==> src/rtl/mmcm_drp_pkg.sv <==
// Shared types and MMCME2_ADV DRP register map for the reconfiguration controller.
package mmcm_drp_pkg;

    typedef enum logic [3:0] {
        ST_IDLE,
        ST_ASSERT_RST,
        ST_READ,
        ST_WAIT_RD,
        ST_MODIFY,
        ST_WRITE,
        ST_WAIT_WR,
        ST_RELEASE,
        ST_WAIT_LOCK,
        ST_DONE,
        ST_ERROR
    } state_t;

    // One table row: register address, bits to preserve, bits to set.
    typedef struct packed {
        logic [6:0]  addr;
        logic [15:0] mask;
        logic [15:0] bits;
    } rom_entry_t;

    localparam logic [6:0] ADDR_CLKOUT0_REG1  = 7'h08;
    localparam logic [6:0] ADDR_CLKOUT0_REG2  = 7'h09;
    localparam logic [6:0] ADDR_CLKOUT1_REG1  = 7'h0A;
    localparam logic [6:0] ADDR_CLKOUT1_REG2  = 7'h0B;
    localparam logic [6:0] ADDR_CLKOUT2_REG1  = 7'h0C;
    localparam logic [6:0] ADDR_CLKOUT2_REG2  = 7'h0D;
    localparam logic [6:0] ADDR_CLKOUT3_REG1  = 7'h0E;
    localparam logic [6:0] ADDR_CLKOUT3_REG2  = 7'h0F;
    localparam logic [6:0] ADDR_CLKFBOUT_REG1 = 7'h14;
    localparam logic [6:0] ADDR_CLKFBOUT_REG2 = 7'h15;
    localparam logic [6:0] ADDR_DIVCLK        = 7'h16;
    localparam logic [6:0] ADDR_LOCK_REG1     = 7'h18;
    localparam logic [6:0] ADDR_LOCK_REG2     = 7'h19;
    localparam logic [6:0] ADDR_LOCK_REG3     = 7'h1A;
    localparam logic [6:0] ADDR_FILT_REG1     = 7'h4E;
    localparam logic [6:0] ADDR_FILT_REG2     = 7'h4F;

    function automatic logic [15:0] rmw(input logic [15:0] rd, input logic [15:0] mask,
                                        input logic [15:0] bits);
        return (rd & mask) | bits;
    endfunction

endpackage

==> src/rtl/mmcm_drp_if.sv <==
// DRP bus between the reconfiguration controller (master) and the MMCM (slave).
// Handshake: den is a one-cycle request (dwe marks a write); the slave answers with a one-cycle
// drdy no earlier than the following cycle; daddr/di hold from den until drdy.
interface mmcm_drp_if;
    logic [6:0]  daddr;
    logic [15:0] di;
    logic [15:0] dout;
    logic        den;
    logic        dwe;
    logic        drdy;

    modport master (output daddr, di, den, dwe, input dout, drdy);
    modport slave  (input daddr, di, den, dwe, output dout, drdy);
endinterface

==> src/rtl/mmcm_drp_rom.sv <==
// Two stored MMCM configurations, indexed by {sel, idx}; purely combinational.
module mmcm_drp_rom
    import mmcm_drp_pkg::*;
#(
    parameter int IW = 3
) (
    input  logic          sel,
    input  logic [IW-1:0] idx,
    output rom_entry_t    entry
);
    logic [4:0] row;

    always_comb begin
        row = 5'(idx);
        // Rows past the table re-write FILT2 with its own value, a harmless no-op access.
        entry = '{ADDR_FILT_REG2, 16'hFFFF, 16'h0000};
        case (row)
            5'd0: entry = '{ADDR_CLKOUT0_REG1,  16'h1000, sel ? 16'h0082 : 16'h0145};
            5'd1: entry = '{ADDR_CLKOUT0_REG2,  16'hFC00, sel ? 16'h0080 : 16'h0000};
            5'd2: entry = '{ADDR_CLKOUT1_REG1,  16'h1000, sel ? 16'h0104 : 16'h0208};
            5'd3: entry = '{ADDR_CLKOUT1_REG2,  16'hFC00, 16'h0000};
            5'd4: entry = '{ADDR_CLKFBOUT_REG1, 16'h1000, sel ? 16'h0410 : 16'h0514};
            5'd5: entry = '{ADDR_CLKFBOUT_REG2, 16'hFC00, sel ? 16'h0080 : 16'h0000};
            5'd6: entry = '{ADDR_DIVCLK,        16'hC000, 16'h1041};
            5'd7: entry = '{ADDR_FILT_REG1,     16'h66FF, sel ? 16'h9000 : 16'h0800};
            default: ;
        endcase
    end
endmodule

==> src/rtl/mmcm_drp_reconfig.sv <==
// Drives an MMCME2_ADV DRP port: holds the MMCM in reset, read-modify-writes one of two
// stored register tables, then releases reset and waits for LOCKED.
module mmcm_drp_reconfig
    import mmcm_drp_pkg::*;
#(
    parameter int NUM_ENTRIES  = 8,
    parameter int DRDY_TIMEOUT = 255,
    parameter int LOCK_TIMEOUT = 65535
) (
    input  logic       clk,
    input  logic       rst,
    input  logic       start,
    input  logic       sel,
    output logic       busy,
    output logic       done,
    output logic       error,
    mmcm_drp_if.master drp,
    output logic       mmcm_rst,
    input  logic       locked,
    output state_t     state_dbg
);
    localparam int IW = (NUM_ENTRIES > 1) ? $clog2(NUM_ENTRIES) : 1;

    state_t        state, next_state;
    logic          sel_q;
    logic [IW-1:0] idx;
    logic [15:0]   tmo_cnt;
    logic [15:0]   rd_data;
    logic [15:0]   wr_data;
    logic [1:0]    lock_sync;
    rom_entry_t    entry;
    logic          last, access, drdy_tmo, lock_tmo;

    mmcm_drp_rom #(.IW(IW)) u_rom (.sel(sel_q), .idx(idx), .entry(entry));

    assign last      = (idx == IW'(NUM_ENTRIES - 1));
    assign access    = state inside {ST_READ, ST_WAIT_RD, ST_MODIFY, ST_WRITE, ST_WAIT_WR};
    assign drdy_tmo  = (tmo_cnt == 16'(DRDY_TIMEOUT));
    assign lock_tmo  = (tmo_cnt == 16'(LOCK_TIMEOUT));
    assign busy      = (state != ST_IDLE);
    assign done      = (state == ST_DONE);
    assign drp.den   = (state == ST_READ) || (state == ST_WRITE);
    assign drp.dwe   = (state == ST_WRITE);
    assign drp.daddr = access ? entry.addr : 7'd0;
    assign drp.di    = wr_data;
    assign state_dbg = state;

    always_ff @(posedge clk or posedge rst) begin
        if (rst) state <= ST_IDLE;
        else     state <= next_state;
    end

    always_comb begin
        next_state = state;
        case (state)
            ST_IDLE:       if (start) next_state = ST_ASSERT_RST;
            ST_ASSERT_RST: next_state = ST_READ;
            ST_READ:       next_state = ST_WAIT_RD;
            ST_WAIT_RD: begin
                if (drp.drdy)     next_state = ST_MODIFY;
                else if (drdy_tmo) next_state = ST_ERROR;
            end
            ST_MODIFY:     next_state = ST_WRITE;
            ST_WRITE:      next_state = ST_WAIT_WR;
            ST_WAIT_WR: begin
                if (drp.drdy)     next_state = last ? ST_RELEASE : ST_READ;
                else if (drdy_tmo) next_state = ST_ERROR;
            end
            ST_RELEASE:    next_state = ST_WAIT_LOCK;
            ST_WAIT_LOCK: begin
                if (lock_sync[1]) next_state = ST_DONE;
                else if (lock_tmo) next_state = ST_ERROR;
            end
            ST_DONE:       next_state = ST_IDLE;
            ST_ERROR:      next_state = ST_IDLE;
            default:       next_state = ST_IDLE;
        endcase
    end

    always_ff @(posedge clk or posedge rst) begin
        if (rst) begin
            sel_q     <= 1'b0;
            idx       <= '0;
            tmo_cnt   <= 16'd0;
            rd_data   <= 16'd0;
            wr_data   <= 16'd0;
            lock_sync <= 2'b00;
            error     <= 1'b0;
            mmcm_rst  <= 1'b1;
        end else begin
            lock_sync <= {lock_sync[0], locked};
            // One counter serves both timeouts because it restarts on every state change.
            tmo_cnt   <= (next_state != state) ? 16'd0 : tmo_cnt + 16'd1;
            mmcm_rst  <= next_state inside {ST_ASSERT_RST, ST_READ, ST_WAIT_RD,
                                            ST_MODIFY, ST_WRITE, ST_WAIT_WR};
            if (state == ST_IDLE && start) begin
                sel_q <= sel;
                idx   <= '0;
                error <= 1'b0;
            end
            if (next_state == ST_ERROR) error <= 1'b1;
            if (state == ST_WAIT_RD && drp.drdy) rd_data <= drp.dout;
            if (state == ST_MODIFY) wr_data <= rmw(rd_data, entry.mask, entry.bits);
            if (state == ST_WAIT_WR && drp.drdy && !last) idx <= idx + 1'b1;
        end
    end
endmodule
==> src/flat_wrapper.sv <==
// flat-port wrapper written by rule: the top's interface ports become plain ports
module mmcm_drp_reconfig_flat import mmcm_drp_pkg::*;
#(
    parameter int NUM_ENTRIES  = 8,
    parameter int DRDY_TIMEOUT = 255,
    parameter int LOCK_TIMEOUT = 65535
)
  (clk, rst, start, sel, busy, done, error, mmcm_rst, locked, state_dbg, drp_daddr, drp_di, drp_den, drp_dwe, drp_dout, drp_drdy);
  mmcm_drp_if drp_i ();
  input  logic clk;
  input  logic rst;
  input  logic start;
  input  logic sel;
  output logic busy;
  output logic done;
  output logic error;
  output logic mmcm_rst;
  input  logic locked;
  output state_t state_dbg;
  output wire logic [$bits(drp_i.daddr)-1:0] drp_daddr;
  output wire logic [$bits(drp_i.di)-1:0] drp_di;
  output wire logic [$bits(drp_i.den)-1:0] drp_den;
  output wire logic [$bits(drp_i.dwe)-1:0] drp_dwe;
  input wire logic [$bits(drp_i.dout)-1:0] drp_dout;
  input wire logic [$bits(drp_i.drdy)-1:0] drp_drdy;
  assign drp_daddr = drp_i.daddr;
  assign drp_di = drp_i.di;
  assign drp_den = drp_i.den;
  assign drp_dwe = drp_i.dwe;
  assign drp_i.dout = drp_dout;
  assign drp_i.drdy = drp_drdy;
  mmcm_drp_reconfig #(.NUM_ENTRIES(NUM_ENTRIES), .DRDY_TIMEOUT(DRDY_TIMEOUT), .LOCK_TIMEOUT(LOCK_TIMEOUT)) u_core (.clk(clk), .rst(rst), .start(start), .sel(sel), .busy(busy), .done(done), .error(error), .drp(drp_i), .mmcm_rst(mmcm_rst), .locked(locked), .state_dbg(state_dbg));
endmodule
==> config.mk <==
export PLATFORM = sky130hd
export DESIGN_NAME = mmcm_drp_reconfig_flat
export DESIGN_NICKNAME = d
export VERILOG_FILES = /design/src/rtl/mmcm_drp_pkg.sv /design/src/rtl/mmcm_drp_if.sv /design/src/rtl/mmcm_drp_rom.sv /design/src/rtl/mmcm_drp_reconfig.sv /design/src/flat_wrapper.sv
export SDC_FILE = /design/constraint.sdc
export NUM_CORES = 1
export LEC_CHECK = 0
export BUFFER_PORTS_ARGS = -buffer_cell sky130_fd_sc_hd__buf_4
export CAP_MARGIN = 15
export CORE_MARGIN = 3
export CORE_UTILIZATION = 47
export DETAILED_ROUTE_END_ITERATION = 7
export HOLD_SLACK_MARGIN = 0.03
export PLACE_DENSITY = 0.72
export SLEW_MARGIN = 0
export SYNTH_ARGS = -nofsm -noshare
export SYNTH_HDL_FRONTEND = slang
export SYNTH_SLANG_ARGS = --single-unit
export TNS_END_PERCENT = 20
==> constraint.sdc <==
create_clock -name clk -period 6.5 [get_ports clk]
set_clock_uncertainty 0.2 [all_clocks]
set_input_delay 0.325 -clock clk [delete_from_list [all_inputs] [get_ports clk]]
set_output_delay 0.325 -clock clk [all_outputs]
set_load 0.03 [all_outputs]
==> qor.txt <==
CP most frequent cell - ha_1
Total Wirelength - 7103 um
Post-synth top flop - dfrtp_1
pwr dens - 450.1 nW/um2
GP Congestion - 0.7472
slowest cell delay on critical path - 590 ps
CP Data Arrival Time - 3120 ps
Fillers - 506
die area - 7539 um2
area of the multi-input gates - 1434 um2
Seq pwr share - 34.8%
Crit Path Category - reg -> reg
CTS Sinks - 59
Area contributors post-synth - dfrtp_1, mux2_2, nand2_1, nor2_1, ha_1
P_sw - 0.6816 mW
Worst EP required - 6470 ps
post-synth top area cell - dfrtp_1
largest family of logic cells by synthesized area - simple AND/OR/NAND/NOR gates
row count - 28
Clock power frac - 24.8%
simple logic cell fraction of the synthesized area - 24.04%
worst-path cell chain - ha_1, ha_1, inv_1, or4_4, nand4b_1, o311a_1, a2111oi_0
register clock-pin slew on the reported worst setup and hold paths - 70 ps
crit-path max FO - 16
Worst-Margin Slew - 737.5 ps
die height - 86.83 um
syn nets - 331
n_diodes - 0
Comb power frac - 40.4%
antenna-violating nets left - 0
Top Family by Delay on Critical Path - adder cells
DRC violations left - 0
LEAKAGE - 1.722 nW
Int Power - 1.060 mW
final worst slack - 3344 ps
root buf cell - clkbuf_8
Worst path slowest cell - or4_4
largest net degree at the start of global routing - 60
DR pass1 iterations - 4
global route overflow - 0
fmax - 316.8 MHz
Vias/cell - 5.577
die width - 86.83 um
TritonCTS buffer count - 9
WL/cell - 15.89 um
CP bufs+invs - 1
Post-synth ARST share - 100.0%
CORE AREA - 6131 um2
GRT Overall Usage - 20.42%
Post-Synthesis Cells - 302
maxcap violations - 0
DPL Wire Length - 4661 um
critical path endpoint category - flop
Net Sw Frac - 39.15%
sequential cell area - 1478 um2
Fin. Hold Viols - 0
CTS tree - built
pre-CTS WS - 3388 ps
Seq/Total Area, Yosys - 48.13%
EDFF count, synth - 0
H-tree Lvls - 3
routed via count - 2493
vias in the first global route - 2517
Final period util - 48.56%
Cell variety after synth - 56
Syn-to-layout area delta - 26.00%
dpl cells - 415
CP Launch Type - flop
final non-filler cell total - 447
CTS Buffer Depth - 2
outcome - finished, final reports clean
top cell type's share of synthesized area - 47.27%
final slew viol count - 0
# resized after CTS - 0
Compound-Gate Fraction of Synth Area - 9.495%
RSZ-0062 raised after global routing - no
setup violators final - 0
Worst slew margin - 50.83%
initial antenna violation count - 0
flops & latches, synth - 59
Adder-Cell Fraction of Synth Area - 3.178%
mux contribution to synthesized area - 5.868%
Ports - 55
Iter 0 DRT Violations - 242
worst skew pair latency - 330 ps
Synth Warn # - 0
xor-xnor portion of the synthesized cell area - 3.993%
HP Class - in -> reg
Syn Area/Cell - 10.17 um2
VDD IR max - 278.4 uV
nets - 396
layout cells sized above 1 - 27.42%
Initial Util - 50.08%
TNS Setup - 0 ps
crit path time final - 3156 ps
PortBufs - 52
first-pass GRT wire length - 12080 um
Post-Syn Area - 3070 um2
[cell usage in the layout, fill, tap and decap left out, types with 2 or more instances in the layout]
cell type	n
nor3b_1	2
mux2_2	16
o21ai_0	12
a31oi_1	5
nand4_1	5
nand4b_1	2
bufinv_16	3
clkbuf_8	12
o21a_1	2
nand3_1	13
nor4b_1	3
dlygate4sd3_1	16
or2_2	4
nor2b_1	2
and4_1	3
nand2_1	31
nand3b_1	3
a21oi_1	11
dfrtp_1	58
and3_1	3
xnor2_1	5
nor2_1	25
xor2_1	9
nor3_1	13
ha_1	7
inv_1	7
buf_4	55
nand2b_1	4
o31ai_1	2
nor4_1	10
or4_4	3
[synthesized netlist by cell type (2+ instances only)]
cell type and number:
nor3_1 13, nor3b_1 2, o21a_1 2, nor2_1 25, o31ai_1 2, o21ai_0 12, or4_4 3, nor4_1 10
and3_1 3, a21oi_1 11, xor2_1 9, a31oi_1 5, nand3b_1 3, xnor2_1 5, and4_1 3, nor2b_1 2
or2_2 4, nand4b_1 2, dfrtp_1 58, clkbuf_8 5, buf_2 3, nand2_1 31, inv_1 8, nand2b_1 4
nand4_1 5, nand3_1 13, mux2_2 16, clkbuf_1 7, ha_1 7, nor4b_1 3
[worst paths after layout]
path	start	endpoint	slack (ps)	cells after the start
setup reg to reg	u_core.idx[0]	u_core.tmo_cnt[8]	3340	7
max in group asynchronous	rst	u_core.state_dbg[3]	5060	4
hold reg to reg	u_core.lock_sync[0]	u_core.lock_sync[1]	160	0
min in group asynchronous	rst	u_core.rd_data[7]	560	4
hold / removal	drp_dout[1]	u_core.rd_data[1]	40	2
setup / recovery	u_core.idx[0]	u_core.tmo_cnt[8]	3340	7
[repair_timing]
action / in CTS / in global routing
setup buffers: 0 / 0
hold buffers: 16 / 0
hold endpoints to repair: 35 / 0
[power groups by stage]
stage | clock network, mW | logic, mW | registers [mW]
after detailed placement | 0 | 0.694 | 0.611
after floorplan | 0 | 0.449 | 0.662
after CTS | 0.440 | 0.710 | 0.605
after global routing | 0.454 | 0.768 | 0.627
after global placement | 0 | 0.685 | 0.606
final | 0.432 | 0.704 | 0.606
[per-stage QoR]
step	utilization (%)	hold slack [ps]	total power [mW]	instance area (um2)
3_3_place_gp	56.24	138.0	1.290	3448
3_5_place_dp	56.24	145.0	1.305	3448
2_1_floorplan	-	131.2	1.112	3070
6_report	63.10	38.66	1.741	3869
5_1_grt	63.10	35.17	1.849	3869
4_1_cts	63.10	34.64	1.755	3869
[registers in the layout, summed over array words and instances (netlist names)]
name,count
u_core.idx,3
u_core.lock_sync,2
u_core.mmcm_rst,1
u_core.error,1
u_core.sel_q,1
u_core.rd_data,15
u_core.tmo_cnt,16
u_core.state_dbg,4
u_core.drp.di,16
[kinds of logic (layout without fill, tap and decap cells)]
kind of cell | count (synthesis) | count (layout)
AOI/OAI and AO/OA | 44 | 44
xor gates and xnor gates | 14 | 14
adders and majority gates | 8 | 8
buffers and inverters | 25 | 95
DFF | 59 | 59
muxes | 16 | 16
other | 1 | 1
and+or+nand+nor | 135 | 135
[layout make-up]
cell class,instances,share of cell area [%]
Timing Repair Buffer,71,14.81
Multi-Input combinational cell,218,37.06
Clock buffer,12,4.269
Clock inverter,4,2.458
Sequential cell,59,38.20
Tap cell,75,2.426
Inverter,8,0.7762
[routing by layer]
layer	vias to the layer above	routed length, um	track usage [%]
met2	77	3301	31.33
met5	-	0	0
met3	14	365	3.707
met4	0	128	9.207
met1	1192	3309	28.09
li1	1210	-	-
(Power assumes the default switching activity.)
